<file path="config.mk">
export PLATFORM = sky130hd
export DESIGN_NAME = cruise_regulator_flat
export DESIGN_NICKNAME = d
export VERILOG_FILES = /design/src/rtl/cruise_regulator_if.sv /design/src/rtl/cruise_regulator.sv /design/src/flat_wrapper.sv
export SDC_FILE = /design/constraint.sdc
export NUM_CORES = 1
export LEC_CHECK = 0
export CAP_MARGIN = 20
export CORE_MARGIN = 4
export CORE_UTILIZATION = 40
export CTS_CLUSTER_DIAMETER = 80
export DETAILED_ROUTE_END_ITERATION = 12
export PLACE_DENSITY = 0.82
export SYNTH_ARGS = -nofsm -noshare
export SYNTH_HDL_FRONTEND = slang
export SYNTH_SLANG_ARGS = --single-unit
</file>
<file path="constraint.sdc">
create_clock -name clk -period 1.9 [get_ports clk]
set_input_delay 0.38 -clock clk [delete_from_list [all_inputs] [get_ports clk]]
set_output_delay 0.38 -clock clk [all_outputs]
set_load 0.05 [all_outputs]
</file>
<file path="src/rtl/cruise_regulator_if.sv">
// rtl/cruise_regulator_if.sv - set-point / magnitude-comparator bus between regulator and comparator chain
interface cruise_regulator_if #(
   parameter int SPEED_W = 8
);
   logic [SPEED_W-1:0] SET_SPEED;
   logic               L;
   logic               EQ;
   logic               G;

   modport master (output SET_SPEED, input L, input EQ, input G);
   modport slave  (input SET_SPEED, output L, output EQ, output G);
endinterface

</file>
<file path="src/rtl/cruise_regulator.sv">
// rtl/cruise_regulator.sv - cruise mode FSM, set-point register and debounced throttle commands
module cruise_regulator #(
   parameter int SPEED_W   = 8,
   parameter int MIN_SPEED = 40,
   parameter int HOLD_CYC  = 3
) (
   input  logic                clk,
   input  logic                rst_n,
   input  logic                on_sw,
   input  logic                set_btn,
   input  logic                resume_btn,
   input  logic                brake,
   input  logic                accel,
   input  logic [SPEED_W-1:0]  speed,
   cruise_regulator_if.master  cmp,
   output logic                ACTIVE,
   output logic                THR_UP,
   output logic                THR_DN,
   output logic                CMP_ERR
);
   typedef enum logic [1:0] {S_OFF, S_STANDBY, S_ENGAGED, S_OVERRIDE} state_t;

   localparam logic [3:0] HOLD = 4'(HOLD_CYC);

   state_t             state, state_nx;
   logic [SPEED_W-1:0] set_speed, set_speed_nx;
   logic               valid, valid_nx, sp_wr;
   logic               set_q, resume_q;
   logic               set_edge, resume_edge, speed_ok;
   logic               engaged, onehot, fault, same_class;
   logic [3:0]         cnt;
   logic               cls_g;
   logic               thr_up_nx, thr_dn_nx;

   assign set_edge    = set_btn & ~set_q;
   assign resume_edge = resume_btn & ~resume_q;
   assign speed_ok    = speed >= SPEED_W'(MIN_SPEED);
   assign engaged     = (state == S_ENGAGED);
   // exactly one of three: odd parity and not all three high
   assign onehot      = (cmp.L ^ cmp.EQ ^ cmp.G) & ~(cmp.L & cmp.EQ & cmp.G);
   assign fault       = engaged & ~onehot;
   assign same_class  = (cnt != 4'd0) && (cls_g == cmp.G);
   assign cmp.SET_SPEED = set_speed;

   always_comb begin
      state_nx     = state;
      set_speed_nx = set_speed;
      valid_nx     = valid;
      sp_wr        = 1'b0;
      if (!on_sw) begin
         state_nx     = S_OFF;
         set_speed_nx = '0;
         valid_nx     = 1'b0;
      end else begin
         case (state)
            S_OFF: state_nx = S_STANDBY;
            S_STANDBY: begin
               if (!brake) begin
                  if (set_edge && speed_ok) begin
                     set_speed_nx = speed;
                     valid_nx     = 1'b1;
                     sp_wr        = 1'b1;
                     state_nx     = S_ENGAGED;
                  end else if (resume_edge && valid) begin
                     state_nx = S_ENGAGED;
                  end
               end
            end
            S_ENGAGED, S_OVERRIDE: begin
               if (brake) begin
                  state_nx = S_STANDBY;
               end else begin
                  if (set_edge && speed_ok) begin
                     set_speed_nx = speed;
                     valid_nx     = 1'b1;
                     sp_wr        = 1'b1;
                  end
                  state_nx = accel ? S_OVERRIDE : S_ENGAGED;
               end
            end
            default: state_nx = S_OFF;
         endcase
      end
   end

   // commands also require staying engaged, so they never outlive ACTIVE
   assign thr_up_nx = engaged && (state_nx == S_ENGAGED) && !sp_wr && !fault
                      && cmp.L && same_class && (cnt == HOLD);
   assign thr_dn_nx = engaged && (state_nx == S_ENGAGED) && !sp_wr && !fault
                      && cmp.G && same_class && (cnt == HOLD);

   always_ff @(posedge clk) begin
      if (!rst_n) begin
         state     <= S_OFF;
         set_speed <= '0;
         valid     <= 1'b0;
         set_q     <= 1'b0;
         resume_q  <= 1'b0;
         ACTIVE    <= 1'b0;
         THR_UP    <= 1'b0;
         THR_DN    <= 1'b0;
         CMP_ERR   <= 1'b0;
         cnt       <= 4'd0;
         cls_g     <= 1'b0;
      end else begin
         state     <= state_nx;
         set_speed <= set_speed_nx;
         valid     <= valid_nx;
         set_q     <= set_btn;
         resume_q  <= resume_btn;
         ACTIVE    <= (state_nx == S_ENGAGED);
         THR_UP    <= thr_up_nx;
         THR_DN    <= thr_dn_nx;
         if (!on_sw)
            CMP_ERR <= 1'b0;
         else if (fault)
            CMP_ERR <= 1'b1;
         if (!engaged || fault || cmp.EQ || sp_wr) begin
            cnt <= 4'd0;
         end else if (same_class) begin
            if (cnt != HOLD)
               cnt <= cnt + 4'd1;
         end else begin
            cnt   <= 4'd1;
            cls_g <= cmp.G;
         end
      end
   end
endmodule

</file>
<file path="src/flat_wrapper.sv">
// flat-port wrapper written by rule: the top's interface ports become plain ports
module cruise_regulator_flat 
#(
   parameter int SPEED_W   = 8,
   parameter int MIN_SPEED = 40,
   parameter int HOLD_CYC  = 3
)
  (clk, rst_n, on_sw, set_btn, resume_btn, brake, accel, speed, ACTIVE, THR_UP, THR_DN, CMP_ERR, cmp_SET_SPEED, cmp_L, cmp_EQ, cmp_G);
  cruise_regulator_if #(.SPEED_W(SPEED_W)) cmp_i ();
  input  logic clk;
  input  logic rst_n;
  input  logic on_sw;
  input  logic set_btn;
  input  logic resume_btn;
  input  logic brake;
  input  logic accel;
  input  logic [SPEED_W-1:0] speed;
  output logic ACTIVE;
  output logic THR_UP;
  output logic THR_DN;
  output logic CMP_ERR;
  output wire logic [$bits(cmp_i.SET_SPEED)-1:0] cmp_SET_SPEED;
  input wire logic [$bits(cmp_i.L)-1:0] cmp_L;
  input wire logic [$bits(cmp_i.EQ)-1:0] cmp_EQ;
  input wire logic [$bits(cmp_i.G)-1:0] cmp_G;
  assign cmp_SET_SPEED = cmp_i.SET_SPEED;
  assign cmp_i.L = cmp_L;
  assign cmp_i.EQ = cmp_EQ;
  assign cmp_i.G = cmp_G;
  cruise_regulator #(.SPEED_W(SPEED_W), .MIN_SPEED(MIN_SPEED), .HOLD_CYC(HOLD_CYC)) u_core (.clk(clk), .rst_n(rst_n), .on_sw(on_sw), .set_btn(set_btn), .resume_btn(resume_btn), .brake(brake), .accel(accel), .speed(speed), .cmp(cmp_i), .ACTIVE(ACTIVE), .THR_UP(THR_UP), .THR_DN(THR_DN), .CMP_ERR(CMP_ERR));
endmodule
</file>
* After elaboration in Yosys (flattened, before gate mapping)
Cells that the tools add are included.
Storage, ports and cells: bits in registers 22, output and inout port bits 12, word-level logic and storage cells 78
Cells by class: add/subtract/negate cells 1, order comparisons 1, eq/ne operators 8, mux-type cells 13, bitwise logic cells 16, reductions and logical operators 27
Operators by type and width (count):
- logical AND 1 bit | 12
- two-way mux 2 bit | 5
- >= comparator 8 x 6 -> 1 bit (second input constant) | 1
- NOT 1 bit | 8
- two-way mux 1 bit | 7
- bitwise AND 1 bit | 6
- equality test 2 bit (second input constant) | 3
- one-hot mux 2 bit (3 select lines) | 1
- OR reduction 3 bit | 2
- adder 4 x 1 -> 4 bit (second input constant) | 1
- equality test 4 x 2 -> 1 bit (second input constant) | 1
- inequality test 4 x 2 -> 1 bit (second input constant) | 1
- AND reduction 2 bit | 2
- nonzero test 4 bit | 1
- OR reduction 2 bit | 2
- logical NOT 1 bit | 3
- logical OR 1 bit | 3
- AND reduction 3 bit | 1
- equality test 2 x 1 -> 1 bit (second input constant) | 1
- logical NOT 2 bit | 1
- inequality test 2 bit (second input constant) | 1
- bitwise XOR 1 bit | 2
- equality test 1 bit | 1

* Longest topological paths before layout
Gate-level depths: netlist of run 1.
depth in word-level cells 15, mapped depth 5

* Least setup slack after synthesis of run 1
No wires, ideal clock.
path type input -> register, from in cmp_EQ, to reg u_core.cls_g, library setup time 118 ps, arrival time 1657 ps, data required time 1782 ps, setup slack 125 ps, stages 5, buffers on the path 0, cell sequence ha_1 -> or3b_1 -> a21bo_1 -> a311o_1 -> mux2i_1
Between the ends: word-level cells in the longest chain between the ends 11
Ends and longest elaborated chain:
- start, declared | line flat_wrapper.sv:24 | input wire logic [$bits(cmp_i.EQ)-1:0] cmp_EQ;
- bitwise AND 1 bit (2 in series) | line cruise_regulator.sv:40 | assign onehot = (cmp.L ^ cmp.EQ ^ cmp.G) & ~(cmp.L & cmp.EQ & cmp.G);
- NOT 1 bit | line cruise_regulator.sv:40
- bitwise AND 1 bit | line cruise_regulator.sv:40
- NOT 1 bit | line cruise_regulator.sv:41 | assign fault = engaged & ~onehot;
- bitwise AND 1 bit | line cruise_regulator.sv:41
- logical OR 1 bit | line cruise_regulator.sv:118 | if (!engaged || fault || cmp.EQ || sp_wr) begin
- logical OR 1 bit * (2 in series) | line cruise_regulator.sv:118
- NOT 1 bit (no source line) *
- AND reduction 2 bit (no source line) *
- end signal, assigned | line cruise_regulator.sv:125 | cls_g <= cmp.G;
- end, declared | line cruise_regulator.sv:32 | logic cls_g;
Mark *: on every way between the ends. The rest lies on a longest branch, timed or not. A chain may end at the register's enable or synchronous reset.

* Worst setup path in the final report of run 1
from reg u_core.set_speed[4], in the netlist u_core.cmp.SET_SPEED[4], to out cmp_SET_SPEED[4]
RTL lines:
- start, declared | line cruise_regulator.sv:26 | logic [SPEED_W-1:0] set_speed, set_speed_nx;
- start signal, assigned | line cruise_regulator.sv:107 | set_speed <= set_speed_nx;
- end, declared | line flat_wrapper.sv:22 | output wire logic [$bits(cmp_i.SET_SPEED)-1:0] cmp_SET_SPEED;
No word-level cell between the ends.

==> flow_metrics.tcl, run 1 <==
set metrics [dict create \
    synth_edf_count 0 \
    coreArea_um2 2250 \
    syn_to_final_growth_pct 44.9 \
    slowest_delay_ps 810 \
    cts_buffers 3 \
    drv_slew 0 \
    die_area_um2 3260 \
    path_buf_inv 1 \
    cts-root-buf "clkbuf_4" \
    crit_path_max_fanout 2 \
    grt_pass1_vias 922 \
    hold_end "u_core.THR_UP" \
    worstPathArrival_ps 1470 \
    seq_area_frac_synth_pct 45.7 \
    die_h_um 57.1 \
    power_density_nw_per_um2 594 \
    min_period_ps 1850 \
    drt_iter0_markers 13 \
    clk_pin_slew_worst_paths_ps 120 \
    grt_max_degree 14 \
    slew_headroom_pct 65.3 \
    status "finished clean" \
    n_antenna_cell 0 \
    ctsLongestPathBuffers 2 \
    max_cap_viol_count 0 \
    fmax_mhz 541 \
    vias 901 \
    switching_share_pct 22.6 \
    reg2reg_to "u_core.THR_UP" \
    netlist_top_cells_count "dfxtp_1, nor2_1, mux2i_1" \
    hold_violations 0 \
    synth_nets 125 \
    syn_inst 104 \
    drc_errors 0 \
    clock_latency_ps 310 \
    grt_pass1_wl_um 3750 \
    min_from "cmp_L" \
    nets 165 \
    yosysTopAreaCell "dfxtp_1" \
    hold_depth 3 \
    cts.sinks 22 \
    place.gp.congestion 0.844 \
    synth_ff_type "dfxtp_1" \
    power.internal_mw 0.642 \
    first_pass_iters 4 \
    boundaryPins 30 \
    h-tree-depth 1 \
    port_buffers 29 \
    ir_drop_mv 0.495 \
    dpl.cell_count 166 \
    netlist_area_um2 963 \
    switchingPower_mw 0.187 \
    crit_slowest_cell "clkdlybuf4s50_1" \
    start_util_pct 42.7 \
    instances_no_fill 171 \
    ys_warn_count 0 \
    ctsHoldBuffers 0 \
    rr_worst_depth 4 \
    cp_top_family "buffers and inverters" \
    via_per_inst 5.27 \
    tightest_slew_ps 520 \
    p_seq_share_pct 56.6 \
    syn_avg_cell_area_um2 9.26 \
    yosys-top-cells-area "dfxtp_1, mux2i_1, nor2_1" \
    drive_gt1_share_pct 10.5 \
    p_leak_nw 0.632 \
    ys_ff_latch 22 \
    hold_path_class "input pin to flop" \
    wl_per_cell_um 13.0 \
    detail-route-antenna-nets 0 \
    setup_viol 0 \
    r2r_start "u_core.state[0]" \
    ys_async_sr_fraction_pct 0 \
    antenna_found_initial 0 \
    cts_tree "done" \
    dp_hpwl_um 1750 \
    whs_ps 455 \
    power_frac_comb_pct 12.5 \
    overflow 0 \
    largest_reg_flops 8 \
    timing.final.crit_share_pct 97.4 \
    grt_usage_pct 14.6 \
    drt-total-wl_um 2220 \
    dpl_cell_area_um2 1330 \
    stdcell_area_um2 1400 \
    row_count 17 \
    end_kind "output port" \
    pwr-share-clk_pct 31.0 \
    crit_chain "clkdlybuf4s50_1" \
    skew_ps 6.44 \
    synth.most_common_cell "dfxtp_1" \
    crit_path_start_kind "flop" \
    synth_cell_types 28 \
    r2r_slack_ps 340 \
    critPathKind "flop to output port" \
    grt_setup_unrepaired "no" \
    synth_top_area_share_pct 45.7 \
    worstPathRequired_ps 1520 \
    die_w_um 57.1 \
]
## metrics by stage
step	setup WS, ps	power [mW]	TNS (ps)	utilization [%]
2_1_floorplan	125	0.517	0	-
3_3_place_gp	-363	0.575	-2810	59.1
3_5_place_dp	-438	0.578	-3330	59.1
4_1_cts	28.6	0.836	0	61.3
5_1_grt	0.388	0.862	0	61.9
6_report	50.0	0.830	0	61.9
## kinds of logic after synthesis
family,share of synthesized area [%]
DFF,45.7
buffers and inverters,1.69
AOI/OAI and AO/OA,10.3
muxes,11.4
xor gates and xnor gates,1.82
adders and majority gates,3.90
and+or+nand+nor,25.2
## routing by layer
layer  track usage, %  routed length (um)  vias to the layer above  share of wire [%]
li1                 -                   -                      441                  -
met1             15.6                 888                      411                 40
met2             24.3                1050                       40                 47
met3             6.11                 213                        9                9.6
met4             7.62                  65                        0                2.9
met5                0                   0                        -                  0
## repair_timing
| item | 4_1_cts | 5_1_grt |
|---|---|---|
| resized for setup | 4 | 6 |
| endpoints found under the setup margin | 5 | 6 |
| pin swaps | 1 | 0 |
| setup buffers | 1 | 0 |
## worst max path at each step
stage | cells past startpoint | start | slack, ps | endpoint
floorplan | 5 | cmp_EQ | 120 | u_core.cls_g
global placement | 6 | cmp_EQ | -360 | u_core.cls_g
detailed placement | 6 | cmp_EQ | -440 | u_core.THR_UP
CTS | 1 | u_core.cmp.SET_SPEED[1] | 30 | cmp_SET_SPEED[1]
global route | 1 | u_core.cmp.SET_SPEED[6] | 0.4 | cmp_SET_SPEED[6]
finish | 1 | u_core.cmp.SET_SPEED[4] | 50 | cmp_SET_SPEED[4]
## tightest hold or removal path: stages
cell,delay [ps]
dlygate4sd2_1,250
nand2_1,70
nor4_1,40
## cell usage in the layout, fill, tap and decap left out, types with 2 or more instances in the layout
cell type	n
mux2i_1	11
nor3_1	5
clkdlybuf4s50_1	21
nand3b_1	3
nor2b_1	2
and2_1	2
ha_1	3
dfxtp_1	22
dlymetal6s2s_1	6
clkbuf_4	3
nor2_1	18
buf_4	8
nand2_1	9
dlygate4sd2_1	2
nand2b_1	4
a211oi_1	3
inv_1	2
nor4_1	2
xor2_1	2
## layout make-up
class / instances / area, um2
inverters: 2 / 7.51
fillers: 217 / 858
repair buffers: 37 / 363
flip-flops and latches: 22 / 440
well taps: 28 / 35.0
multi-input cells: 78 / 514
clock buffers: 4 / 36.3
## power by group through the flow
stage / Combinational (mW) / Clock, mW / Sequential [mW]
3_5_place_dp: 0.0984 / 0 / 0.480
3_3_place_gp: 0.0959 / 0 / 0.479
6_report: 0.103 / 0.257 / 0.469
5_1_grt: 0.112 / 0.279 / 0.470
4_1_cts: 0.103 / 0.264 / 0.469
2_1_floorplan: 0.0335 / 0 / 0.483
Note: power is estimated with default switching activity, not from simulation.
==> run 2, diff against run 1 <==
Settings changed: CORE_UTILIZATION 40 to 39, PLACE_DENSITY 0.82 to 0.81.
==> flow_metrics.tcl, run 2 (synthesis gave the netlist of run 1 again) <==
set metrics [dict create \
    row_count 17 \
    first_pass_iters 4 \
    antenna_found_initial 0 \
    largest_reg_flops 8 \
    met3_length_um 141 \
    hold_violations 0 \
    overflow 0 \
    die_h_um 57.7 \
    drv_slew 0 \
    seqCellArea_um2 440 \
    wl_per_cell_um 13.2 \
    die_area_um2 3330 \
    switching_share_pct 22.8 \
    critPathKind "flop to output port" \
    grt_max_degree 14 \
    dp_hpwl_um 1750 \
    dpl.cell_count 169 \
    place.gp.congestion 0.780 \
    max_cap_viol_count 0 \
    worstPathArrival_ps 1470 \
    switchingPower_mw 0.190 \
    detail-route-antenna-nets 0 \
    crit_path_max_fanout 2 \
    cts.sinks 22 \
    slew_headroom_pct 65.7 \
    instances_no_fill 173 \
    layout_common_cells "clkdlybuf4s50_1, dfxtp_1, nor2_1" \
    met1Wirelength_um 989 \
    ctsLongestPathBuffers 2 \
    fin_util_pct 61.7 \
    slowest_delay_ps 810 \
    syn_to_final_growth_pct 45.7 \
    cts_tree "done" \
    skew_ps 5.84 \
    power_frac_comb_pct 12.7 \
    status "finished clean" \
    p_leak_nw 0.607 \
    ctsHoldBuffers 0 \
    min_period_ps 1850 \
    boundaryPins 30 \
    clock_latency_ps 310 \
    start_util_pct 42.3 \
    pwr-share-clk_pct 31.1 \
    clk_pin_slew_worst_paths_ps 120 \
    power.internal_mw 0.644 \
    grt_setup_unrepaired "no" \
    coreArea_um2 2280 \
    path_buf_inv 1 \
    end_kind "output port" \
    multi_input_area_um2 514 \
    cts_setup_buffers 0 \
    grt_pass1_vias 958 \
    top_layer "met4" \
    crit_chain "clkdlybuf4s50_1" \
    via_per_inst 5.25 \
    crit_slowest_cell "clkdlybuf4s50_1" \
    nets 167 \
    fillers 194 \
    fmax_mhz 541 \
    timing.final.crit_share_pct 97.2 \
    worstPathRequired_ps 1520 \
    grt_usage_pct 15.2 \
    p_seq_share_pct 56.2 \
    drc_errors 0 \
    drt_iter0_markers 14 \
    dr_wl_met2_um 1110 \
    cp_top_family "buffers and inverters" \
    crit_path_start_kind "flop" \
    grt_pass1_wl_um 3960 \
    n_antenna_cell 0 \
    cts-root-buf "clkbuf_4" \
    drive_gt1_share_pct 12.4 \
    port_buffers 29 \
    drt-total-wl_um 2280 \
    cts_buffers 3 \
    vias 909 \
    ir_drop_mv 0.394 \
    setup_viol 0 \
    h-tree-depth 1 \
    tightest_slew_ps 513 \
    power_density_nw_per_um2 594 \
    hold_path_class "input pin to flop" \
    die_w_um 57.7 \
]
[run 2: cell count changes in the layout (fill, tap and decap cells not counted), sizes merged]
cell	previous run	this run
clkdlybuf4s50	21	22
dlymetal6s2s	6	4
buf	8	11
[run 2: cell type report]
class	instances	share of cell area [%]
multi-input combinational	78	36.6
sequential	22	31.4
timing repair buffer	39	26.4
clock buffer	4	2.58
tap	28	2.50
inverter	2	0.535
[run 2: power groups by stage]
stage                     combinational [mW]  sequential, mW  clock (mW)
after floorplan                       0.0335           0.483           0
after global placement                 0.101           0.479           0
after detailed placement               0.104           0.479           0
after CTS                              0.106           0.469       0.265
after global routing                   0.116           0.470       0.292
final                                  0.106           0.469       0.259
[run 2: path summary, 6_finish.rpt]
kind              slack, ps  depth (start not counted)                    start                to
setup / recovery         50                          1  u_core.cmp.SET_SPEED[4]  cmp_SET_SPEED[4]
hold / removal          490                          3                    cmp_L     u_core.THR_UP
setup reg to reg        320                          4          u_core.state[0]     u_core.THR_DN
hold reg to reg         490                          2             u_core.valid      u_core.valid
[run 2: stage by stage]
| step | hold WS [ps] | setup WS [ps] | power [mW] | setup TNS (ps) | area [um2] |
|---|---|---|---|---|---|
| floorplan | 441 | 125 | 0.517 | 0 | 963 |
| global placement | 454 | -349 | 0.580 | -2500 | 1350 |
| detailed placement | 465 | -443 | 0.583 | -3440 | 1350 |
| CTS | 476 | 20.2 | 0.840 | 0 | 1390 |
| global route | 487 | 4.34 | 0.878 | 0 | 1400 |
| finish | 489 | 52.5 | 0.834 | 0 | 1400 |
[run 2: metal layers]
layer,vias up,GRT usage (%)
li1,451,-
met1,423,16.5
met2,30,27.1
met3,5,4.01
met4,0,7.62
met5,-,0
[run 2: repair_timing]
action                     in CTS  in global routing
resized for setup               4                  4
setup endpoints to repair       6                  4
pin swaps                       1                  0
==> run 3, diff against run 2 <==
Settings changed: MAX_ROUTING_LAYER set to met4, SLEW_MARGIN set to 30.
==> flow_metrics.tcl, run 3 (synthesis gave the netlist of run 1 again) <==
set metrics [dict create \
    crit_slowest_cell "clkdlybuf4s50_1" \
    coreArea_um2 2280 \
    slowest_delay_ps 810 \
    end_kind "output port" \
    crit_chain "clkdlybuf4s50_1" \
    worstPathArrival_ps 1470 \
    min_from "cmp_L" \
    cts-root-buf "clkbuf_4" \
    boundaryPins 30 \
    power.internal_mw 0.644 \
    nets 167 \
    reg2reg_to "u_core.THR_DN" \
    place.gp.congestion 0.790 \
    switchingPower_mw 0.188 \
    max_cap_viol_count 0 \
    min_period_ps 1850 \
    grt_pass1_vias 957 \
    syn_to_final_growth_pct 45.7 \
    antenna_found_initial 0 \
    clk_pin_slew_worst_paths_ps 120 \
    setup_viol 0 \
    tightest_slew_ps 514 \
    r2r_slack_ps 320 \
    clock_latency_ps 310 \
    pwr-share-clk_pct 30.9 \
    timing.final.crit_share_pct 97.3 \
    stdcell_area_um2 1400 \
    die_h_um 57.7 \
    grt_setup_unrepaired "no" \
    cts_tree "done" \
    drive_gt1_share_pct 12.4 \
    grt_pass1_wl_um 3970 \
    start_util_pct 42.3 \
    critPathKind "flop to output port" \
    slew_headroom_pct 65.7 \
    path_buf_inv 1 \
    p_leak_nw 0.607 \
    wl_per_cell_um 13.2 \
    skew_ps 9.99 \
    drv_slew 0 \
    switching_share_pct 22.6 \
    r2r_start "u_core.state[0]" \
    row_count 17 \
    ctsLongestPathBuffers 2 \
    ir_drop_mv 0.394 \
    die_area_um2 3330 \
    critPathLaunch "u_core.cmp.SET_SPEED[7]" \
    fmax_mhz 541 \
    status "finished clean" \
    overflow 0 \
    cts.sinks 22 \
    hold_depth 3 \
    power_frac_comb_pct 12.7 \
    dpl.cell_count 169 \
    n_antenna_cell 0 \
    h-tree-depth 1 \
    grt_max_degree 14 \
    rr_worst_depth 4 \
    largest_reg_flops 8 \
    whs_ps 488 \
    die_w_um 57.7 \
    p_seq_share_pct 56.4 \
    grt_usage_pct 15.8 \
    detail-route-antenna-nets 0 \
    cts_buffers 3 \
    hold_end "u_core.THR_UP" \
    port_buffers 29 \
    layout_common_cells "clkdlybuf4s50_1, dfxtp_1, nor2_1" \
    drt-total-wl_um 2280 \
    hold_path_class "input pin to flop" \
    worstPathRequired_ps 1520 \
    hold_violations 0 \
    cts_setup_buffers 0 \
    dpl_cell_area_um2 1350 \
    cp_top_family "buffers and inverters" \
    first_pass_iters 4 \
    power_density_nw_per_um2 592 \
    crit_path_start_kind "flop" \
    via_per_inst 5.24 \
    drt_iter0_markers 14 \
    fin_util_pct 61.7 \
    power_mw 0.832 \
    crit_path_max_fanout 2 \
    dp_hpwl_um 1750 \
    instances_no_fill 173 \
    vias 906 \
    drc_errors 0 \
]
==> run 3: cell counts in the layout (fill, tap and decap cells not counted) <==
Identical to the previous run, type by type.
==> run 3: layer usage <==
layer / vias to the layer above / routed length (um) / track usage (%)
met5: - / 0 / -
met1: 420 / 994 / 17.5
met2: 30 / 1110 / 26.9
met3: 7 / 123 / 3.12
met4: 0 / 48 / 7.62
li1: 449 / - / -
==> run 3: timing repair <==
action                                  CTS  global route
endpoints found under the setup margin    6             4
hold buffers                              0             0
pin swaps                                 1             0
resized for setup                         4             4
==> run 3: final cells by class <==
cell class,count,area (um2)
clock buffer,4,36.3
fill,194,872
inverter,2,7.51
multi-input combinational,78,514
sequential,22,440
tap,28,35.0
timing repair buffer,39,370
==> run 3: worst max-delay path by stage <==
stage                     depth (start not counted)          endpoint  slack, ps
after global placement                            6      u_core.cls_g       -350
after global routing                              1  cmp_SET_SPEED[4]        0.6
final                                             1  cmp_SET_SPEED[7]         50
after floorplan                                   5      u_core.cls_g        120
after CTS                                         1  cmp_SET_SPEED[1]         20
after detailed placement                          6     u_core.THR_DN       -440
==> run 3: power by group through the flow <==
stage | Combinational (mW) | Sequential [mW] | Clock (mW)
after floorplan | 0.0335 | 0.483 | 0
after global placement | 0.101 | 0.479 | 0
after detailed placement | 0.104 | 0.479 | 0
after CTS | 0.106 | 0.469 | 0.265
after global routing | 0.116 | 0.470 | 0.297
final | 0.106 | 0.469 | 0.257
==> run 3: through the flow <==
| step | worst slack (ps) | TNS [ps] |
|---|---|---|
| final | 51.5 | 0 |
| after CTS | 20.2 | 0 |
| after floorplan | 125 | 0 |
| after global routing | 0.632 | 0 |
| after detailed placement | -443 | -3440 |
| after global placement | -349 | -2500 |
